===== config.mk =====
export PLATFORM = sky130hd
export DESIGN_NAME = mem_access_unit
export DESIGN_NICKNAME = d
export VERILOG_FILES = /design/src/rtl/mem_access_pkg.sv /design/src/rtl/mem_lane_align.sv /design/src/rtl/mem_access_unit.sv
export SDC_FILE = /design/constraint.sdc
export NUM_CORES = 1
export LEC_CHECK = 0
export CORE_UTILIZATION = 44
export DETAILED_ROUTE_END_ITERATION = 8
export GPL_TIMING_DRIVEN = 0
export MAX_ROUTING_LAYER = met4
export PLACE_DENSITY = 0.87
export SYNTH_ARGS = -nofsm -noshare
export SYNTH_HDL_FRONTEND = slang
export SYNTH_HIERARCHICAL = 1
export SYNTH_SLANG_ARGS = --single-unit

===== constraint.sdc =====
create_clock -name clk -period 2.9 [get_ports clk]
set_input_delay 0.435 -clock clk [delete_from_list [all_inputs] [get_ports clk]]
set_output_delay 0.435 -clock clk [all_outputs]
set_load 0.005 [all_outputs]

===== src/rtl/mem_access_pkg.sv =====
// Shared types and byte-lane helpers for the load/store stage.
package mem_access_pkg;

    typedef enum logic [1:0] {
        IDLE,
        REQ,
        DONE
    } state_t;

    localparam logic [3:0]  BE_WORD   = 4'hF;
    localparam logic [31:0] ERR_RDATA = 32'h0;

    function automatic logic [3:0] be_for_byte(input logic [1:0] lane);
        return 4'b0001 << lane;
    endfunction

    function automatic logic [31:0] replicate_byte(input logic [7:0] b);
        return {4{b}};
    endfunction

endpackage


===== src/rtl/mem_lane_align.sv =====
// Read-side steering: picks the addressed byte lane and zero-extends it.
module mem_lane_align (
    input  logic [31:0] data,
    input  logic [1:0]  lane,
    input  logic        is_byte,
    output logic [31:0] result
);

    always_comb begin
        result = data;
        if (is_byte) begin
            unique case (lane)
                2'd0:    result = {24'h0, data[7:0]};
                2'd1:    result = {24'h0, data[15:8]};
                2'd2:    result = {24'h0, data[23:16]};
                default: result = {24'h0, data[31:24]};
            endcase
        end
    end

endmodule


===== src/rtl/mem_access_unit.sv =====
// Load/store stage: drives a req/ack data bus and stalls the core meanwhile.
module mem_access_unit
    import mem_access_pkg::*;
#(
    parameter int unsigned TIMEOUT = 16
) (
    input  logic        clk,
    input  logic        reset,
    input  logic        MemWrite,
    input  logic        MemtoReg,
    input  logic        ByteAcc,
    input  logic [31:0] ALUResult,
    input  logic [31:0] WriteData,
    output logic [31:0] ReadData,
    output logic        Stall,
    output logic        bus_req,
    output logic        bus_we,
    output logic [31:0] bus_addr,
    output logic [3:0]  bus_be,
    output logic [31:0] bus_wdata,
    input  logic        bus_ack,
    input  logic [31:0] bus_rdata,
    output logic        err_align,
    output logic        err_timeout
);

    localparam logic [7:0] CNT_LAST = 8'(TIMEOUT - 1);

    state_t      state, state_next;
    logic [7:0]  cnt, cnt_next;
    logic [1:0]  lane, lane_next;
    logic        is_byte, is_byte_next;
    logic [31:0] rdata, rdata_next;
    logic        req_next, we_next;
    logic [31:0] addr_next, wdata_next;
    logic [3:0]  be_next;
    logic        align_next, timeout_next;
    logic [31:0] lane_data;
    logic        acc, aligned;

    assign acc     = MemWrite | MemtoReg;
    assign aligned = ByteAcc | (ALUResult[1:0] == 2'b00);

    always_comb begin
        state_next   = state;
        cnt_next     = cnt;
        lane_next    = lane;
        is_byte_next = is_byte;
        rdata_next   = rdata;
        req_next     = bus_req;
        we_next      = bus_we;
        addr_next    = bus_addr;
        be_next      = bus_be;
        wdata_next   = bus_wdata;
        align_next   = err_align;
        timeout_next = err_timeout;
        unique case (state)
            IDLE: begin
                if (acc && aligned) begin
                    req_next     = 1'b1;
                    we_next      = MemWrite;
                    addr_next    = {ALUResult[31:2], 2'b00};
                    be_next      = ByteAcc ? be_for_byte(ALUResult[1:0])
                                           : BE_WORD;
                    wdata_next   = ByteAcc ? replicate_byte(WriteData[7:0])
                                           : WriteData;
                    lane_next    = ALUResult[1:0];
                    is_byte_next = ByteAcc;
                    cnt_next     = 8'd0;
                    state_next   = REQ;
                end else if (acc) begin
                    align_next = 1'b1;
                    rdata_next = ERR_RDATA;
                    state_next = DONE;
                end
            end
            REQ: begin
                // ack in the expiry cycle still counts as success
                if (bus_ack) begin
                    rdata_next = bus_we ? ERR_RDATA : bus_rdata;
                    req_next   = 1'b0;
                    state_next = DONE;
                end else if (cnt == CNT_LAST) begin
                    timeout_next = 1'b1;
                    rdata_next   = ERR_RDATA;
                    req_next     = 1'b0;
                    state_next   = DONE;
                end else begin
                    cnt_next = cnt + 8'd1;
                end
            end
            DONE:    state_next = IDLE;
            default: state_next = IDLE;
        endcase
    end

    always_ff @(posedge clk or negedge reset) begin
        if (!reset) begin
            state       <= IDLE;
            cnt         <= 8'd0;
            lane        <= 2'd0;
            is_byte     <= 1'b0;
            rdata       <= ERR_RDATA;
            bus_req     <= 1'b0;
            bus_we      <= 1'b0;
            bus_addr    <= 32'h0;
            bus_be      <= 4'h0;
            bus_wdata   <= 32'h0;
            err_align   <= 1'b0;
            err_timeout <= 1'b0;
        end else begin
            state       <= state_next;
            cnt         <= cnt_next;
            lane        <= lane_next;
            is_byte     <= is_byte_next;
            rdata       <= rdata_next;
            bus_req     <= req_next;
            bus_we      <= we_next;
            bus_addr    <= addr_next;
            bus_be      <= be_next;
            bus_wdata   <= wdata_next;
            err_align   <= align_next;
            err_timeout <= timeout_next;
        end
    end

    mem_lane_align u_align (
        .data    (rdata),
        .lane    (lane),
        .is_byte (is_byte),
        .result  (lane_data)
    );

    assign ReadData = (state == DONE) ? lane_data : ERR_RDATA;

    // reset gating keeps the core free to move while the unit is held in reset
    assign Stall = reset & (((state == IDLE) & acc) | (state == REQ));

endmodule

# --- After elaboration in Yosys (flattened, before gate mapping) ---
# Cells that the tools add are included.
word_totals:
  inputBits: 102
  out_inout_bits: 105
  ff_bits: 115
classes:
  muxes: 24
  n_eq_ne: 12
  n_reduce_logical: 12
  add_sub_neg: 1
  bitwise_logic: 7
  shifts: 1
op_table:
  columns: ["cell", "n"]
  rows:
  - ["two-way mux 32 bit", 8]
  - ["case mux 32 bit (2 select lines)", 1]
  - ["two-way mux 8 bit", 3]
  - ["case mux 8 bit (3 select lines)", 1]
  - ["case mux 8 bit (2 select lines)", 1]
  - ["inequality test 2 bit (second input constant)", 5]
  - ["AND reduction 3 bit", 3]
  - ["adder 8 x 1 -> 8 bit (second input constant)", 1]
  - ["equality test 8 x 4 -> 1 bit (second input constant)", 1]
  - ["two-way mux 2 bit", 4]
  - ["AND reduction 4 bit", 2]
  - ["logical NOT 2 bit", 3]
  - ["inequality test 3 bit (second input constant)", 2]
  - ["equality test 2 x 1 -> 1 bit (second input constant)", 2]
  - ["equality test 2 bit (second input constant)", 2]
  - ["two-way mux 4 bit", 1]
  - ["case mux 2 bit (2 select lines)", 1]
  - ["AND reduction 2 bit", 2]
  - ["<< shifter 1 x 2 -> 4 bit (first input constant)", 1]
  - ["two-way mux 1 bit", 3]
  - ["bitwise OR 1 bit", 3]
  - ["AND 1 bit", 2]
  - ["inverter 1 bit", 2]
  - ["case mux 1 bit (2 select lines)", 1]
  - ["other kinds (2)", 2]

# --- Depth between registers and ports, before layout ---
# Gate-level depths: netlist of run 1.
logic_depth:
  ltp_word: 5
  depth_mapped: 8

# --- Modules after synthesis ---
# The synthesis of run 1 kept the hierarchy.
modules_own_cells:
  columns: ["module", "seq_area_each_um2", "area_per_inst_um2", "cells_each", "instances"]
  rows:
  - ["mem_access_unit", 2877.8, 4931.0, 480, 1]
  - ["mem_lane_align", 0.0, 449.2, 64, 1]

# --- Worst setup path after synthesis of run 1 ---
# OpenSTA, ideal clock, no wires.
synth_timing:
  kind: "reg-to-reg"
  from: "reg cnt[4]"
  to: "reg rdata[0]"
  n_path_buf: 2
  required_time_ns: 2.779
  path_slack_ns: 0.713
  stages_incl_launch_ff: 7
  arrival_ns: 2.066
  path_cell_list: "dfrtp_1 -> or4_4 -> o21a_4 -> or4_4 -> buf_6 -> buf_8 -> a22o_1"
synth_via:
  elab_chain_cells: 3
synth_rtl:
  columns: ["item", "line", "source"]
  rows:
  - ["start, declared", "mem_access_unit.sv:30", "logic [7:0] cnt, cnt_next;"]
  - ["start signal, assigned", "mem_access_unit.sv:113", "cnt <= cnt_next;"]
  - ["equality test 8 x 4 -> 1 bit", "mem_access_unit.sv:83", "end else if (cnt == CNT_LAST) begin"]
  - ["inequality test 3 bit (no source line)", null, null]
  - ["AND reduction 4 bit (no source line)", null, null]
  - ["end signal, assigned", "mem_access_unit.sv:116", "rdata <= rdata_next;"]
  - ["end, declared", "mem_access_unit.sv:33", "logic [31:0] rdata, rdata_next;"]
# No other way between the ends.
# A chain may end at the register's enable or synchronous reset.

# --- Final worst setup path of run 1 ---
layout_timing:
  from: "in reset"
  to: "out Stall"
layout_via:
  elab_chain_cells: 1
layout_rtl:
  columns: ["item", "line", "source"]
  rows:
  - ["start, declared", "mem_access_unit.sv:8", "input logic reset,"]
  - ["AND 1 bit", "mem_access_unit.sv:137", "assign Stall = reset & (((state == IDLE) & acc) | (state == REQ));"]
  - ["end, declared", "mem_access_unit.sv:15", "output logic Stall,"]
# No other way between the ends.

==> results of run 1 <==
-- worst max-delay path: cells and delay by family --
| family | cells | cell delay (ns) |
|---|---|---|
| buffers and inverters | 4 | 1.54 |
| and+or+nand+nor | 1 | 0.24 |
-- cells by family after synthesis --
| kind of cell | Yosys count |
|---|---|
| AND/OR/NAND/NOR | 247 |
| flip-flops | 115 |
| AO/OA/AOI/OAI | 105 |
| adder cells (fa/ha/maj) | 1 |
| buffers and inverters | 42 |
| other | 1 |
| multiplexers | 33 |
-- where the power goes --
group	internal (mW)	switching [mW]
combinational	1.78	1.49
sequential	2.24	0.443
clock	1.79	0.707
-- through the flow --
stage	hold slack, ns	cell area (um^2)	utilization (%)
2_1_floorplan	0.1394	5384	-
3_3_place_gp	0.4482	7610	63.62
3_5_place_dp	0.3753	7639	63.86
4_1_cts	0.4597	8379	70.05
5_1_grt	0.4816	8379	70.05
6_report	0.4538	8379	70.05
-- repair_timing --
action,4_1_cts,5_1_grt
endpoints found under the hold margin,40,0
buffers inserted,0,0
hold buffers,2,0
-- worst max path at each step --
stage / startpoint / endpoint / slack, ns / depth (start not counted)
final: reset / Stall / 0.21 / 5
after global routing: reset / Stall / 0.11 / 5
after CTS: reset / Stall / 0.18 / 5
after detailed placement: ALUResult[0] / bus_addr[28] / 0.23 / 8
after global placement: reset / Stall / -3.17 / 3
after floorplan: cnt[4] / rdata[0] / 0.71 / 6
-- layout make-up --
| class | instances | area, um^2 | area share (%) |
|---|---|---|---|
| multi-input combinational | 388 | 2247 | 26.82 |
| inverter | 5 | 18.77 | 0.2240 |
| clock buffer | 24 | 491.7 | 5.868 |
| sequential | 115 | 2878 | 34.34 |
| clock inverter | 8 | 219.0 | 2.613 |
| tap | 147 | 183.9 | 2.195 |
| timing repair buffer | 207 | 2101 | 25.07 |
| buffer | 37 | 240.2 | 2.867 |
-- flip-flops by register name (all words and copies together) (netlist names) --
register / count
cnt: 8
rdata: 32
bus_we: 1
bus_addr: 30
err_align: 1
bus_wdata: 32
bus_be: 4
err_timeout: 1
state: 2
bus_req: 1
lane: 2
is_byte: 1
-- synth_stat cells, types with 2 or more instances --
master     instances  share of area (%)
nand2_1          149                 10
dfrtp_1          115                 53
and2_1            33                3.8
mux2i_1           32                6.0
o21ai_0           30                2.8
a22o_1            29                4.7
clkbuf_1          19                1.3
a21oi_1           18                1.7
nor2b_1           17                2.0
nor2_1            16                1.1
and2b_1            8                1.1
nand3_1            8               0.74
o2bb2ai_1          8                1.3
inv_1              5               0.35
buf_6              4               0.84
a22o_2             3               0.56
buf_1              3               0.21
buf_4              3               0.42
buf_8              3               0.84
nor3b_1            3               0.42
a21o_1             2               0.28
a31oi_1            2               0.23
and3_1             2               0.23
and3_2             2               0.28
buf_2              2               0.19
clkbuf_8           2               0.51
nand2b_1           2               0.23
o21a_1             2               0.28
o21bai_1           2               0.28
o221ai_1           2               0.33
or4_4              2               0.42
-- metal layers --
| layer | wire length [um] | part of all wire, % | global-route usage [%] |
|---|---|---|---|
| met1 | 6555 | 41 | 32.46 |
| met2 | 7722 | 49 | 43.21 |
| met3 | 1285 | 8.1 | 7.613 |
| met4 | 319 | 2.0 | 10.84 |
| met5 | 0 | 0 | - |
-- placed cells by master, fill, tap and decap left out, types with 16 or more instances in the layout --
| master | n |
|---|---|
| clkdlybuf4s50_1 | 203 |
| dfrtp_1 | 115 |
| nor2_1 | 16 |
| clkbuf_1 | 22 |
| clkbuf_16 | 17 |
| a21oi_1 | 18 |
| nand2_1 | 149 |
| mux2i_1 | 32 |
| nor2b_1 | 17 |
| o21ai_0 | 30 |
| and2_1 | 33 |
| a22o_1 | 29 |
==> flow_summary_export.csv, run 1 <==
group,metric,value,unit
grt,grt.total_usage,27.08,%
synthesis,netlist_instances,544,
setup_path,crit_fanout,76,
setup_path,path_class,"input pin to output port",
timing,period_minus_slack,2.689,ns
synthesis,synth_top_family_by_area,"simple AND/OR/NAND/NOR gates",
drt,vias,4900,
drt,routed_wl,15880,um
timing,setup_violations,0,
cts,cts_tree,"done",
synthesis,synth-simple-area-share,21.58,%
worst_hold_path,holdCritStartpoint,"err_timeout",
floorplan,core,11960,um^2
floorplan,dieHeight,112.6,um
drt,via_per_inst,5.263,
finish,fill_cells,885,
synthesis,synth_edf_count,0,
synthesis,seq_area_frac_synth,53.49,%
cts,clock-sinks,115,
timing,worst_pin_slew,0.7480,ns
synthesis,syn_area,5380,um^2
synthesis,synth_cell_types,47,
synthesis,yosys_register_bits,115,
drt,drc,0,
cts,clockRootBuffer,"clkbuf_16",
setup_path,crit_required,2.47,ns
finish,area_growth,55.74,%
place,place_congestion,0.9353,
setup_path,rr_worst_depth,6,
place,pre_cts_slack,0.2332,ns
timing,hold_viol,0,
timing,skew,0.01076,ns
synthesis,yosysWarnings,6,
setup_path,cp_cell_sequence,"dlygate4sd3_1 -> buf_6 -> buf_16 -> nor3b_1 -> clkdlybuf4s50_1",
timing,slew_headroom,50.13,%
finish,n_antenna_cell,0,
synthesis,synthAdderAreaFrac,0.2326,%
floorplan,start_util,44.98,%
drt,wl_per_cell,17.06,um
setup_path,r2r_slack,0.58,ns
finish,final_cells,931,
worst_hold_path,hold_end,"err_timeout",
drt,drtIter0Drc,280,
power_and_ir_drop,power_leakage,3.893,nW
setup_path,worstPathArrival,2.25,ns
finish,drive_gt1_share,7.781,%
grt,grt_max_degree,77,
power_and_ir_drop,power,8.461,mW
grt,grt_pass1_vias,5047,
synthesis,async_flop_share,100.0,%
setup_path,setup.worst_path.end_class,"output port",
floorplan,die_area,12670,um^2
run,maxCapViolCount,0,
synthesis,synthMuxAreaShare,6.163,%
synthesis,syn_avg_cell_area,9.890,um^2
drt,drtPass1Iterations,4,
floorplan,ios,207,
timing,fmax,0.3719,GHz
cts,clockBufferDepth,2,
timing,finalSetupTns,0,ns
setup_path,max_stage_delay,0.56,ns
finish,final_nets,874,
grt,grt_pass1_wl,25560,um
timing,rsz0062_at_grt,"false",
floorplan,num_rows,40,
place,place.port_buffers,204,
worst_hold_path,hold_path_class,"flop to flop",
place,dp.cells,897,
power_and_ir_drop,peakVddDrop,591.4,uV
cts,cts_resized,0,
cts,clkLatencyLatePin,0.40,ns
setup_path,rr_startpoint,"cnt[4]",
grt,grt_overflow,0,
timing,period_share,92.72,%
cts,clk_pin_slew,0.05,ns
grt,antenna_found_initial,0,
setup_path,slowest_stage,"clkdlybuf4s50_1",
synthesis,synth_compound_area_share,13.65,%
place,dpl.hpwl,11560,um
synthesis,synth_xor_area_share,0,%
outcome,outcome,"finished, final reports clean",
timing,fin_ws,0.2112,ns
floorplan,floorplan.die.width,112.6,um
cts,h-tree-depth,4,
power_and_ir_drop,power_density,1010,nW/um^2
setup_path,cp-start-kind,"input pin",
timing,slew_violations,0,
setup_path,rr_endpoint,"rdata[2]",
cts,numCtsBuffers,17,
worst_hold_path,holdPathStages,1,
synthesis,synth_ff_type,"dfrtp_1",
drt,ant_nets,0,
No activity file was read; power rests on OpenSTA's default activity.
==> run 2, diff against run 1 <==
--- a/config.mk
+++ b/config.mk
@@ -5,6 +5,7 @@
 export SDC_FILE = /design/constraint.sdc
 export NUM_CORES = 1
 export LEC_CHECK = 0
+export CAP_MARGIN = 5
 export CORE_UTILIZATION = 44
 export DETAILED_ROUTE_END_ITERATION = 8
 export GPL_TIMING_DRIVEN = 0
==> results of run 2 <==
The final DEF is identical to that of run 1; final timing and power are the same.
